--- src/rtl/handshake_rr_arbiter.sv ---
// handshake_rr_arbiter
//   Round-robin arbiter that merges N_REQ valid/ready request streams into a
//   single registered output stream (one output register, 1-cycle latency,
//   full 1 beat/cycle throughput).
//
//   Optional feature: define ARB_BURST_EN to let a granted requester keep
//   priority for up to BURST_LEN consecutive beats before rotation.
//
// Ports
//   clk        : clock, all state updates on rising edge
//   rst        : asynchronous active-high reset
//   req_valid  : [N_REQ] per-requester valid
//   req_data   : [N_REQ*DATA_WIDTH] per-requester payload, channel i at
//                bits [i*DATA_WIDTH +: DATA_WIDTH]
//   req_ready  : [N_REQ] one-hot (or zero) grant/ready back to requesters
//   out_valid  : registered merged valid
//   out_data   : registered merged payload
//   out_src    : registered index of the requester that supplied out_data
//   out_ready  : downstream ready
//   idle       : no beat held and no request pending
module handshake_rr_arbiter #(
  parameter int N_REQ      = 4,
  parameter int DATA_WIDTH = 32,
  parameter int BURST_LEN  = 4
) (
  input  logic                                        clk,
  input  logic                                        rst,
  input  logic [N_REQ-1:0]                            req_valid,
  input  logic [N_REQ*DATA_WIDTH-1:0]                 req_data,
  output logic [N_REQ-1:0]                            req_ready,
  output logic                                        out_valid,
  output logic [DATA_WIDTH-1:0]                       out_data,
  output logic [((N_REQ > 1) ? $clog2(N_REQ) : 1)-1:0] out_src,
  input  logic                                        out_ready,
  output logic                                        idle
);

  localparam int SRC_W = (N_REQ > 1) ? $clog2(N_REQ) : 1;

  if (N_REQ < 2 || N_REQ > 16 || BURST_LEN < 1 || BURST_LEN > 255) begin : g_bad_param
    $error("handshake_rr_arbiter: parameter out of legal range");
  end

  function automatic logic [SRC_W-1:0] ptr_inc(input logic [SRC_W-1:0] p);
    if (p == SRC_W'(N_REQ - 1)) return '0;
    return p + 1'b1;
  endfunction

  logic [SRC_W-1:0]      prio_ptr;
  logic [SRC_W-1:0]      grant_idx;
  logic                  grant_found;
  logic                  accept;
  logic                  xfer;
  logic [DATA_WIDTH-1:0] sel_data;

  // Stage 0: arbitration (depends only on valids, pointer and output state)
  assign accept = !out_valid || out_ready;
  assign xfer   = accept && grant_found;
  assign idle   = !out_valid && (req_valid == '0);

  always_comb begin
    int j;
    j           = 0;
    grant_found = 1'b0;
    grant_idx   = '0;
    for (int k = 0; k < N_REQ; k++) begin
      j = int'(prio_ptr) + k;
      if (j >= N_REQ) j = j - N_REQ;
      if (!grant_found && req_valid[j]) begin
        grant_found = 1'b1;
        grant_idx   = SRC_W'(j);
      end
    end
  end

  // req_ready is additionally masked by rst so nothing is acknowledged while
  // the output register is being cleared.
  always_comb begin
    req_ready = '0;
    if (!rst && xfer) req_ready[grant_idx] = 1'b1;
  end

  assign sel_data = req_data[grant_idx*DATA_WIDTH +: DATA_WIDTH];

  // Stage 1: output register
  always_ff @(posedge clk or posedge rst) begin
    if (rst) begin
      out_valid <= 1'b0;
      out_data  <= '0;
      out_src   <= '0;
    end else if (xfer) begin
      out_valid <= 1'b1;
      out_data  <= sel_data;
      out_src   <= grant_idx;
    end else if (out_ready) begin
      out_valid <= 1'b0;
    end
  end

`ifdef ARB_BURST_EN
  logic [7:0] burst_cnt;
  logic [8:0] run_len;

  // Length of the current run including this beat; a grant to a requester
  // other than the pointer holder starts a fresh run.
  assign run_len = {1'b0, (grant_idx == prio_ptr) ? burst_cnt : 8'd0} + 9'd1;

  always_ff @(posedge clk or posedge rst) begin
    if (rst) begin
      prio_ptr  <= '0;
      burst_cnt <= '0;
    end else if (xfer) begin
      if (run_len >= 9'(BURST_LEN)) begin
        prio_ptr  <= ptr_inc(grant_idx);
        burst_cnt <= '0;
      end else begin
        prio_ptr  <= grant_idx;
        burst_cnt <= run_len[7:0];
      end
    end else if (accept && !req_valid[prio_ptr]) begin
      // Holder went away while the output could accept: rotate on.
      prio_ptr  <= ptr_inc(prio_ptr);
      burst_cnt <= '0;
    end
  end
`else
  always_ff @(posedge clk or posedge rst) begin
    if (rst) begin
      prio_ptr <= '0;
    end else if (xfer) begin
      prio_ptr <= ptr_inc(grant_idx);
    end
  end
`endif

endmodule

--- config.mk ---
export PLATFORM = sky130hd
export DESIGN_NAME = handshake_rr_arbiter
export DESIGN_NICKNAME = d
export VERILOG_FILES = /design/src/rtl/handshake_rr_arbiter.sv
export SDC_FILE = /design/constraint.sdc
export NUM_CORES = 1
export LEC_CHECK = 0
export CORE_ASPECT_RATIO = 1.4
export CORE_MARGIN = 2
export CORE_UTILIZATION = 50
export CTS_CLUSTER_SIZE = 14
export DETAILED_ROUTE_END_ITERATION = 12
export DONT_BUFFER_PORTS = 1
export GPL_ROUTABILITY_DRIVEN = 0
export PLACE_DENSITY = 0.63
export SETUP_SLACK_MARGIN = 0.15
export SLEW_MARGIN = 5
export SYNTH_ARGS = -nofsm -noshare
export SYNTH_HDL_FRONTEND = slang
export SYNTH_SLANG_ARGS = --single-unit
export TNS_END_PERCENT = 100
--- constraint.sdc ---
create_clock -name clk -period 4.7 [get_ports clk]
set_input_delay 0.705 -clock clk [delete_from_list [all_inputs] [get_ports clk]]
set_output_delay 0.705 -clock clk [all_outputs]
set_load 0.005 [all_outputs]
=== Word level (Yosys, flattened, before mapping) ===
Index checks and enable logic that the tools add are counted.

* $add $sub $neg: 8
* Multiply operators: 0
* Div/mod/pow operators: 0
* Magnitude comparators: 10
* Eq/ne operators: 1
* Shift-type cells: 1
* Multiplexer cells: 33
* Bitwise operators: 0
* Reductions and logical operators: 15

{| class="wikitable"
|+ Operator list
! kind !! count
|-
| $lt A32 B4 Y1 const B || 4
|-
| $mux W32 || 4
|-
| $shiftx A128 B8 Y32 || 1
|-
| $mux W1 || 17
|-
| $mux W2 || 6
|-
| $sub A3 B3 Y4 const B || 3
|-
| $ge A3 B3 Y1 const B || 3
|-
| $bmux W1 S2 || 4
|-
| $logic_and A1 B1 Y1 || 7
|-
| $add A2 B2 Y3 const B || 2
|-
| $logic_not A1 Y1 || 5
|-
| $logic_not A4 Y1 || 1
|-
| $mux W4 || 1
|-
| $sub A2 B3 Y4 const B || 1
|-
| $add A2 B1 Y3 const B || 1
|-
| $ge A2 B3 Y1 const B || 1
|-
| $lt A2 B3 Y1 const B || 1
|-
| $add A2 B1 Y2 const B || 1
|-
| $demux W1 S2 || 1
|-
| $eq A2 B2 Y1 const B || 1
|-
| $ge A2 B1 Y1 const B || 1
|-
| $reduce_bool A2 Y1 || 1
|-
| $logic_or A1 B1 Y1 || 1
|}

* Register bits: 37
* Bits in latches: 0
* Bits in writable memories: 0
* Memory bits (read-only): 0
* Input port bits: 135
* Output and inout bits: 40
* Word-level logic and storage cells: 72
* Memories kept: 0

=== Depth between registers and ports, before layout ===
Gate-level depths: netlist (run 1).

* Word-level depth: 20
* Gate-level depth with buffers: 8
* Mapped depth without buffers: 5

=== Least setup slack after synthesis (run 1) ===
OpenSTA, ideal clock, no wires.

* Path kind: input to output
* Start: input port req_valid[0]
* End: output port req_ready[3]
* Arrival: 1.892 ns
* Required time: 3.995 ns
* Setup slack: 2.103 ns
* Stages: 8
* Buffers on the path: 3
* Cells stage by stage: a21o_1 > a21oi_1 > o22a_1 > buf_6 > buf_8 > buf_8 > ha_1 > nor3b_1

* Word-level cells in the longest chain between the ends: 18
* Elaborated cells on any way between the ends: 34
* Classes of those cells: order compare: 2; mux: 23; reduce/logical: 9

{| class="wikitable"
|+ Ends and longest elaborated chain
! what !! RTL line !! RTL
|-
| from (decl) || 28 || <nowiki>input logic [N_REQ-1:0] req_valid,</nowiki>
|-
| $bmux W1 S2 || 69 || <nowiki>if (!grant_found && req_valid[j]) begin</nowiki>
|-
| $mux W1 (implied by the code) (2 in a row) || 69 ||
|-
| $mux W1 || 69 ||
|-
| $logic_not A1 Y1 || 69 ||
|-
| $logic_and A1 B1 Y1 || 69 ||
|-
| $mux W1 || 69 ||
|-
| $logic_not A1 Y1 || 69 ||
|-
| $logic_and A1 B1 Y1 || 69 ||
|-
| $mux W1 || 69 ||
|-
| $logic_not A1 Y1 || 69 ||
|-
| $logic_and A1 B1 Y1 || 69 ||
|-
| $mux W2 || 69 ||
|-
| $lt A2 B3 Y1 (implied by the code) / $ge A2 B1 Y1 (equally long branches) || 80 || <nowiki>if (!rst && xfer) req_ready[grant_idx] = 1'b1;</nowiki>
|-
| $logic_and A1 B1 Y1 (implied by the code) || 80 ||
|-
| $mux W1 (implied by the code) || 80 ||
|-
| $demux W1 S2 || 80 ||
|-
| $mux W4 * || 80 ||
|-
| to (decl) || 30 || <nowiki>output logic [N_REQ-1:0] req_ready,</nowiki>
|}

Mark *: on every way between the ends. The rest lies on a longest branch, timed or not. The select of a mux whose other input is x is not followed.

=== Worst setup path after layout (run 1) ===
* Start: register prio_ptr[1]
* End: output port req_ready[1]

* Word-level cells in the longest chain between the ends: 20
* Elaborated cells on any way between the ends: 49
* Classes of those cells: add/sub: 7; order compare: 6; mux: 27; reduce/logical: 9

{| class="wikitable"
|+ Ends and longest elaborated chain
! what !! RTL line !! RTL
|-
| from (decl) || 49 || <nowiki>logic [SRC_W-1:0] prio_ptr;</nowiki>
|-
| from (signal assigned) || 131 || <nowiki>prio_ptr <= ptr_inc(grant_idx);</nowiki>
|-
| parallel branches: the longest is 19 deep, another holds $sub A3 B3 Y4 || -- ||
|-
| $mux W4 * || 80 ||
|}

Mark *: on every way between the ends. The select of a mux whose other input is x is not followed.

==> flow_summary.json, run 1 <==
{
  "status": "finished clean",
  "dpl_cell_area_mm2": 0.00244,
  "hp-class": "primary input to asynchronous set/reset pin",
  "synthCells": 215,
  "synth.distinct_cells": 30,
  "overflow": 0,
  "criticalPathCategory": "register to output pin",
  "slew_headroom": 0.416,
  "rows": 30,
  "min_period_over_period": 0.648,
  "cts.clk_slew.worst_paths_ns": 0.07,
  "wl_per_cell_um": 21.5,
  "yosys.area.top_type": "dfrtp_1",
  "setup_tns_ns": 0,
  "grt_setup_unrepaired": "no",
  "period_needed_ns": 3.04,
  "setup_viol": 0,
  "endpoint_kind": "output pin",
  "cts_resized": 0,
  "crit_arrival_ns": 2.34,
  "clock_latency_ns": 0.28,
  "io_pins": 175,
  "vdd_drop_max_mv": 0.241,
  "die_x_um": 63.4,
  "die_y_um": 87.1,
  "startpoint": "prio_ptr[1]",
  "crit-reg2reg-launch": "prio_ptr[1]",
  "synth_area_leaders": "dfrtp_1 38%, mux2i_1 26%, o221ai_2 12%",
  "globalRouteTotalUtil": 0.202,
  "p_per_area_mw_per_mm2": 546,
  "dp_slack_ns": 1.56,
  "core-area_mm2": 0.00480,
  "root_buffer": "clkbuf_8",
  "synth_area_mm2": 0.00247,
  "fmax_mhz": 328,
  "crit_required_ns": 3.99,
  "start_util": 0.513,
  "netlist_top_cells_count": "64 x mux2i_1, 37 x dfrtp_1, 36 x nand2_1",
  "yosys_warnings": 0,
  "num_antenna_cells": 0,
  "io_buffers": 0,
  "grt_pass1_vias": 1814,
  "dr_total_vias": 1789,
  "synth_top_cell_area_share": 0.375,
  "drt_iter0_drc": 86,
  "cap_violations": 0,
  "synth_area_per_cell_um2": 11.5,
  "skew_ns": 0.00751,
  "hold_viol": 0,
  "dieArea_mm2": 0.00552,
  "crit_fanout": 36,
  "design_area_mm2": 0.00252,
  "n_fill_cell": 452,
  "synth_ff_type": "dfrtp_1",
  "clock_sinks": 37,
  "dp_hpwl_um": 4440,
  "dr.pass1.iters": 4,
  "yosysMostFrequentCell": "mux2i_1",
  "layout_setup_ws_ns": 1.66,
  "finalMaxSlewViolations": 0,
  "drt_wl_total_um": 5840,
  "reg2regPathDepth": 6,
  "synthArstFlopShare": 1.00,
  "syn_nets": 351,
  "drive_above_1_share": 0.178,
  "vias_per_cell": 6.58,
  "ys_seq_elements": 37,
  "cts-htree-levels": 2,
  "synth-edff-count": 0,
  "grt_pass1_wl_um": 8940,
  "antenna_found_initial": 0,
  "drc": 0,
  "area_growth_pct": 2.13,
  "cts_setup_buffers": 0,
  "cts_tree": "yes",
  "cp-start-kind": "register",
  "cts_buffer_depth": 2,
  "tightest_slew_ns": 0.874,
  "ant_nets": 0,
  "ys_seq_area_frac": 0.375,
  "hold_buffers": 0,
  "numCtsBuffers": 5,
  "grt_max_degree": 43,
  "nNetsFinal": 343,
  "p_leak_uw": 0.00110
}
==> power breakdown <==
| part | internal [uW] | switching [uW] | total (uW) |
|---|---|---|---|
| Clock | 103 | 106 | 209 |
| Combinational | 269 | 311 | 579 |
| Sequential | 458 | 129 | 588 |
==> flip-flops by register name (all words and copies together) (netlist names) <==
| signal | cells |
|---|---|
| out_data | 32 |
| out_src | 2 |
| prio_ptr | 2 |
| out_valid | 1 |
==> layout by cell type, fill, tap and decap left out, types with 2 or more instances in the layout <==
cell type	n
mux2i_1	64
dfrtp_1	37
nand2_1	36
o221ai_2	20
o221ai_1	12
clkbuf_8	5
buf_4	4
nand2b_1	3
inv_1	3
nor2_1	2
a21oi_1	2
nor4b_2	2
clkinv_2	2
==> per-layer routing <==
layer,part of all wire,track usage,vias to the layer above
li1,-,-,796
met1,0.37,0.233,880
met2,0.54,0.362,105
met3,0.084,0.0582,8
met4,0.012,0.0632,0
met5,0,0,-
==> final cells by class <==
class	count	area, um^2	area share
Clock inverter	2	10.0	0.00397
Inverter	3	11.3	0.00447
Clock buffer	6	72.6	0.0288
Sequential cell	37	926	0.368
Tap cell	64	80.1	0.0318
Timing Repair Buffer	4	30.0	0.0119
Multi-Input combinational cell	156	1390	0.551
==> path summary, 6_finish.rpt <==
path                           endpoint  slack (ns)
hold reg to reg              out_src[0]        0.52
hold / removal             out_data[20]        0.31
setup reg to reg            out_data[2]        2.12
max in group asynchronous  out_data[26]        3.69
min in group clk             out_src[0]        0.52
setup / recovery           req_ready[1]        1.66
==> per-stage QoR <==
step	cells	hold slack (ns)	utilization	total power [uW]
2_1_floorplan	215	0.471	-	1110
3_3_place_gp	264	0.501	0.507	1150
3_5_place_dp	264	0.509	0.507	1180
4_1_cts	272	0.301	0.524	1390
5_1_grt	272	0.332	0.524	1470
6_report	272	0.307	0.524	1380
==> worst max-delay path, stage by stage, from the launching register on <==
cell     delay, ns
dfrtp_1       0.46
a21o_1        0.20
a21oi_1       0.18
o22a_4        0.54
buf_4         0.56
nor4b_2       0.12
==> cells by family after synthesis <==
kind of cell,Yosys count,synth area share
mux,66,0.269
simple gates,50,0.0969
compound gates,39,0.189
fa+ha+maj,1,0.00507
flops,37,0.375
buf+inv,22,0.0649
No activity file was read; power rests on OpenSTA's default activity.
==> run 2: changes to the inputs <==
==> constraint.sdc (replaced) <==
create_clock -name clk -period 3.07 [get_ports clk]
set_input_delay 0.4605 -clock clk [delete_from_list [all_inputs] [get_ports clk]]
set_output_delay 0.4605 -clock clk [all_outputs]
set_load 0.005 [all_outputs]
==> flow_summary.json, run 2 (synthesized netlist as in run 1, its figures left out) <==
{
  "status": "finished clean",
  "dr.pass1.iters": 4,
  "io_buffers": 0,
  "cts_setup_buffers": 0,
  "crit_chain": "a21o_1 -> a21oi_1 -> o22a_4 -> buf_12 -> nor4b_2",
  "cp_num_buf_inv": 1,
  "cts_buffer_depth": 2,
  "fmax_mhz": 406,
  "die_x_um": 63.4,
  "num_antenna_cells": 0,
  "crit_arrival_ns": 2.00,
  "tightest_slew_ns": 0.736,
  "endpoint_kind": "output pin",
  "cp-start-kind": "register",
  "rows": 30,
  "skew_ns": 0.00590,
  "largest_register": "out_data",
  "cp_slowest_stage_delay_ns": 0.46,
  "layout_commonest_cell": "mux2i_1",
  "cts_resized": 0,
  "criticalPathCategory": "register to output pin",
  "drive_above_1_share": 0.178,
  "hp-class": "primary input to asynchronous set/reset pin",
  "setup_tns_ns": 0,
  "period_needed_ns": 2.46,
  "dp_hpwl_um": 4400,
  "cts-htree-levels": 2,
  "crit_required_ns": 2.61,
  "wl_per_cell_um": 21.3,
  "fin_util": 0.529,
  "hold_viol": 0,
  "grt_pass1_wl_um": 8760,
  "area_growth_pct": 3.09,
  "drc": 0,
  "nNetsFinal": 344,
  "largest_reg_flops": 32,
  "total_power_uw": 2130,
  "root_buffer": "clkbuf_8",
  "die_y_um": 87.1,
  "layout_setup_ws_ns": 0.610,
  "p_per_area_mw_per_mm2": 840,
  "vdd_drop_max_mv": 0.397,
  "hold_buffers": 0,
  "clock_latency_ns": 0.28,
  "critical-path-top-delay-family": "compound AO/OA/AOI/OAI gates",
  "dp_slack_ns": 0.833,
  "drt_iter0_drc": 75,
  "core-area_mm2": 0.00480,
  "cts.clk_slew.worst_paths_ns": 0.07,
  "io_pins": 175,
  "setup_viol": 0,
  "dr_total_vias": 1748,
  "start_util": 0.513,
  "clock_sinks": 37,
  "grt_pass1_vias": 1805,
  "numCtsBuffers": 5,
  "finalMaxSlewViolations": 0,
  "final_cell_mix": "64 x mux2i_1, 37 x dfrtp_1, 36 x nand2_1",
  "top_regs": "out_data x32, out_src x2, prio_ptr x2",
  "antenna_found_initial": 0,
  "globalRouteTotalUtil": 0.202,
  "crit_fanout": 68,
  "overflow": 0,
  "ant_nets": 0,
  "min_period_over_period": 0.801,
  "slew_headroom": 0.509,
  "cpMaxStageDelayCell": "dfrtp_1",
  "grt_max_degree": 69,
  "dieArea_mm2": 0.00552,
  "grt_setup_unrepaired": "no",
  "vias_per_cell": 6.43,
  "crit-reg2reg-launch": "prio_ptr[0]",
  "cap_violations": 0,
  "p_leak_uw": 0.00111,
  "cts_tree": "yes",
  "startpoint": "prio_ptr[1]",
  "drt_wl_total_um": 5790
}
==> run 2: cell count changes in the layout (fill, tap and decap cells not counted) <==
cell	previous run	this run
buf_12	0	1
clkinv_2	2	0
clkbuf_8	5	6
==> run 2: per-layer routing <==
layer | global-route usage | vias up | part of all wire
met5 | 0 | - | 0
met4 | 0.0672 | 0 | 0.014
met3 | 0.0686 | 7 | 0.081
li1 | - | 802 | -
met1 | 0.211 | 845 | 0.35
met2 | 0.376 | 94 | 0.55
==> run 2: area by class of cell <==
| class | count | area (um^2) |
|---|---|---|
| Clock buffer | 7 | 86.3 |
| Fill cell | 456 | 2260 |
| Inverter | 3 | 11.3 |
| Multi-Input combinational cell | 156 | 1390 |
| Sequential cell | 37 | 926 |
| Tap cell | 64 | 80.1 |
| Timing Repair Buffer | 5 | 50.0 |
==> run 2: stage by stage <==
| step | instances | cell area [um^2] | hold slack (ns) |
|---|---|---|---|
| 6_report | 272 | 2540 | 0.187 |
| 5_1_grt | 272 | 2540 | 0.245 |
| 4_1_cts | 272 | 2540 | 0.208 |
| 3_5_place_dp | 265 | 2460 | 0.504 |
| 3_3_place_gp | 265 | 2460 | 0.498 |
| 2_1_floorplan | 215 | 2470 | 0.471 |
==> run 2: final timing paths <==
check                                to  slack [ns]  cells after the start
max                        req_ready[2]        0.61                      5
min                        out_data[20]        0.19                      1
max reg2reg                out_data[20]        0.90                      6
min reg2reg                out_data[13]        0.52                      2
max in group asynchronous   out_data[5]        2.15                      2
min in group clk              out_valid        0.36                      2
==> run 2: power breakdown <==
| part | switching (uW) | internal, uW | leakage, uW |
|---|---|---|---|
| Combinational | 476 | 426 | 0.000611 |
| Clock | 159 | 178 | 0.0000443 |
| Sequential | 195 | 701 | 0.000450 |
| Total | 830 | 1300 | 0.00111 |
==> run 3: changes to the inputs <==
--- a/config.mk
+++ b/config.mk
@@ -5,6 +5,7 @@
 export SDC_FILE = /design/constraint.sdc
 export NUM_CORES = 1
 export LEC_CHECK = 0
+export ABC_AREA = 1
 export CORE_ASPECT_RATIO = 1.4
 export CORE_MARGIN = 2
 export CORE_UTILIZATION = 50
==> constraint.sdc (replaced) <==
create_clock -name clk -period 2.3 [get_ports clk]
set_input_delay 0.345 -clock clk [delete_from_list [all_inputs] [get_ports clk]]
set_output_delay 0.345 -clock clk [all_outputs]
set_load 0.005 [all_outputs]
==> flow_summary.json, run 3 <==
{
  "status": "finished with violations",
  "violations": "negative setup slack",
  "crit_path_frequent_cell": "nand2_4",
  "fmax_mhz": 423,
  "synth_area_per_cell_um2": 5.60,
  "cp_slowest_stage_delay_ns": 0.46,
  "skew_ns": 0.00549,
  "dp_slack_ns": 0.0702,
  "cp_num_buf_inv": 2,
  "dp_hpwl_um": 6810,
  "path_depth": 13,
  "setup_viol": 4,
  "start_util": 0.518,
  "vias_per_cell": 5.49,
  "wl_per_cell_um": 15.8,
  "synth_top_cell_area_share": 0.345,
  "numCtsBuffers": 5,
  "final_cell_mix": "275 x nand2_1, 99 x nand3_1, 72 x inv_1",
  "nNetsFinal": 721,
  "area_growth_pct": 19.6,
  "grt_max_degree": 65,
  "die_x_um": 71.8,
  "finalMaxSlewViolations": 0,
  "hold_viol": 0,
  "die_y_um": 98.9,
  "drt_wl_total_um": 10400,
  "synth_area_mm2": 0.00322,
  "cts.clk_slew.worst_paths_ns": 0.08,
  "synth-edff-count": 0,
  "cpMaxStageDelayCell": "dfrtp_2",
  "cts-htree-levels": 2,
  "total_power_uw": 8320,
  "io_pins": 175,
  "multi_input_area_mm2": 0.00197,
  "root_buffer": "clkbuf_8",
  "ff_latch_area_um2": 928,
  "endpoint_kind": "output pin",
  "synthCells": 574,
  "clock_latency_ns": 0.29,
  "crit_fanout": 5,
  "hold_buffers": 0,
  "dr.pass1.iters": 5,
  "clock_sinks": 37,
  "p_per_area_mw_per_mm2": 2160,
  "cap_violations": 0,
  "synthArstFlopShare": 1.00,
  "hp-class": "primary input to asynchronous set/reset pin",
  "vdd_drop_max_mv": 1.81,
  "io_buffers": 0,
  "rows": 34,
  "ys_seq_area_frac": 0.288,
  "overflow": 0,
  "period_needed_ns": 2.37,
  "ys_seq_elements": 37,
  "syn_nets": 710,
  "cts_tree": "yes",
  "antenna_found_initial": 0,
  "yosysMostFrequentCell": "nand2_1",
  "yosys.area.top_type": "nand2_1",
  "num_antenna_cells": 0,
  "layout_commonest_cell": "nand2_1",
  "core-area_mm2": 0.00621,
  "largest_register": "out_data",
  "netlist_top_cells_count": "296 x nand2_1, 101 x nand3_1, 75 x inv_1",
  "reg2regPathDepth": 17,
  "criticalPathCategory": "register to output pin",
  "fin_util": 0.620,
  "crit_chain": "clkinvlp_4 -> nand2_2 -> nand2_4 -> nand2_4 -> nand2_4 -> nor2_2 -> nand2_1 -> nand2_1 -> nor2_2 -> nand2_4 -> ha_4 -> inv_2 -> nor2_4",
  "fin_cells": 658,
  "drive_above_1_share": 0.164,
  "cts_buffer_depth": 2,
  "dr_total_vias": 3614,
  "crit_arrival_ns": 2.02,
  "largest_reg_flops": 32,
  "layout_setup_ws_ns": -0.0652,
  "cp-start-kind": "register",
  "p_leak_uw": 0.00235,
  "min_period_over_period": 1.03,
  "drt_iter0_drc": 229,
  "drc": 0,
  "synth_area_leaders": "nand2_1 35%, dfrtp_1 29%, nand3_1 16%",
  "grt_setup_unrepaired": "yes",
  "dp_cells": 626,
  "ant_nets": 0,
  "synth.distinct_cells": 18,
  "slew_headroom": 0.672,
  "yosys_warnings": 0,
  "grt_pass1_vias": 3271,
  "tightest_slew_ns": 0.492,
  "synth_ff_type": "dfrtp_1",
  "setup_tns_ns": -0.217,
  "dieArea_mm2": 0.00710,
  "globalRouteTotalUtil": 0.269,
  "grt_pass1_wl_um": 15300,
  "top_regs": "out_data x32, out_src x2, prio_ptr x2",
  "crit_required_ns": 1.96,
  "n_fill_cell": 606,
  "critical-path-top-delay-family": "simple AND/OR/NAND/NOR gates"
}
[run 3: changes by cell type in the layout (fill, tap and decap cells not counted), sizes merged, moves of 3 or more]
cell,delta
inv,+76
nor3,+4
o221ai,-32
buf,+29
o21ai,+4
clkinv,+3
nand3,+100
nand2b,-3
mux2i,-64
nor2,+7
nand2,+265
[run 3: final timing paths]
check                              from            to  slack, ns
max reg2reg                 prio_ptr[0]  out_data[23]       0.11
min                                 rst  out_data[18]       0.13
min reg2reg                out_data[28]  out_data[28]       0.51
max                         prio_ptr[0]  req_ready[3]      -0.07
min in group clk              out_ready     out_valid       0.28
max in group asynchronous           rst   prio_ptr[0]       1.79
[run 3: final cells by class]
class	instances	share of cell area
multi-input cells	423	0.513
repair buffers	37	0.115
clock buffers	6	0.0215
repair inverters	1	0.00195
inverters	80	0.0806
clock inverters	2	0.00358
flip-flops and latches	37	0.241
well taps	72	0.0234
[run 3: logic make-up (layout without fill, tap and decap cells)]
| logic type | count (synthesis) | count (layout) | share of synthesized area |
|---|---|---|---|
| fa+ha+maj | 1 | 1 | 0.00389 |
| simple gates | 417 | 417 | 0.535 |
| flops | 37 | 37 | 0.288 |
| compound gates | 5 | 5 | 0.00778 |
| buf+inv | 114 | 126 | 0.166 |
[run 3: metrics by stage]
step / hold slack, ns / area, um^2
6_report: 0.135 / 3850
5_1_grt: 0.181 / 3850
4_1_cts: 0.158 / 3530
3_5_place_dp: 0.441 / 3210
3_3_place_gp: 0.436 / 3210
2_1_floorplan: 0.472 / 3220
[run 3: what timing repair did]
| action | 4_1_cts | 5_1_grt |
|---|---|---|
| endpoints found under the setup margin | 27 | 37 |
| buffers inserted | 13 | 7 |
| pin swaps | 13 | 17 |
| cloned | 0 | 4 |
| gates resized for setup | 35 | 46 |
[run 3: where the power goes]
group	internal, uW	total, uW	switching (uW)	leakage (uW)
combinational	2650	6510	3860	0.00184
sequential	996	1320	321	0.000451
clock	243	488	245	0.0000512
total	3890	8320	4430	0.00235
[run 3: routing by layer]
metal / track usage / vias to the layer above / wire (um)
met5: 0 / - / 0
met4: 0.0900 / 0 / 361
met3: 0.0399 / 26 / 710
met2: 0.489 / 179 / 5320
met1: 0.318 / 1656 / 4000
li1: - / 1753 / -
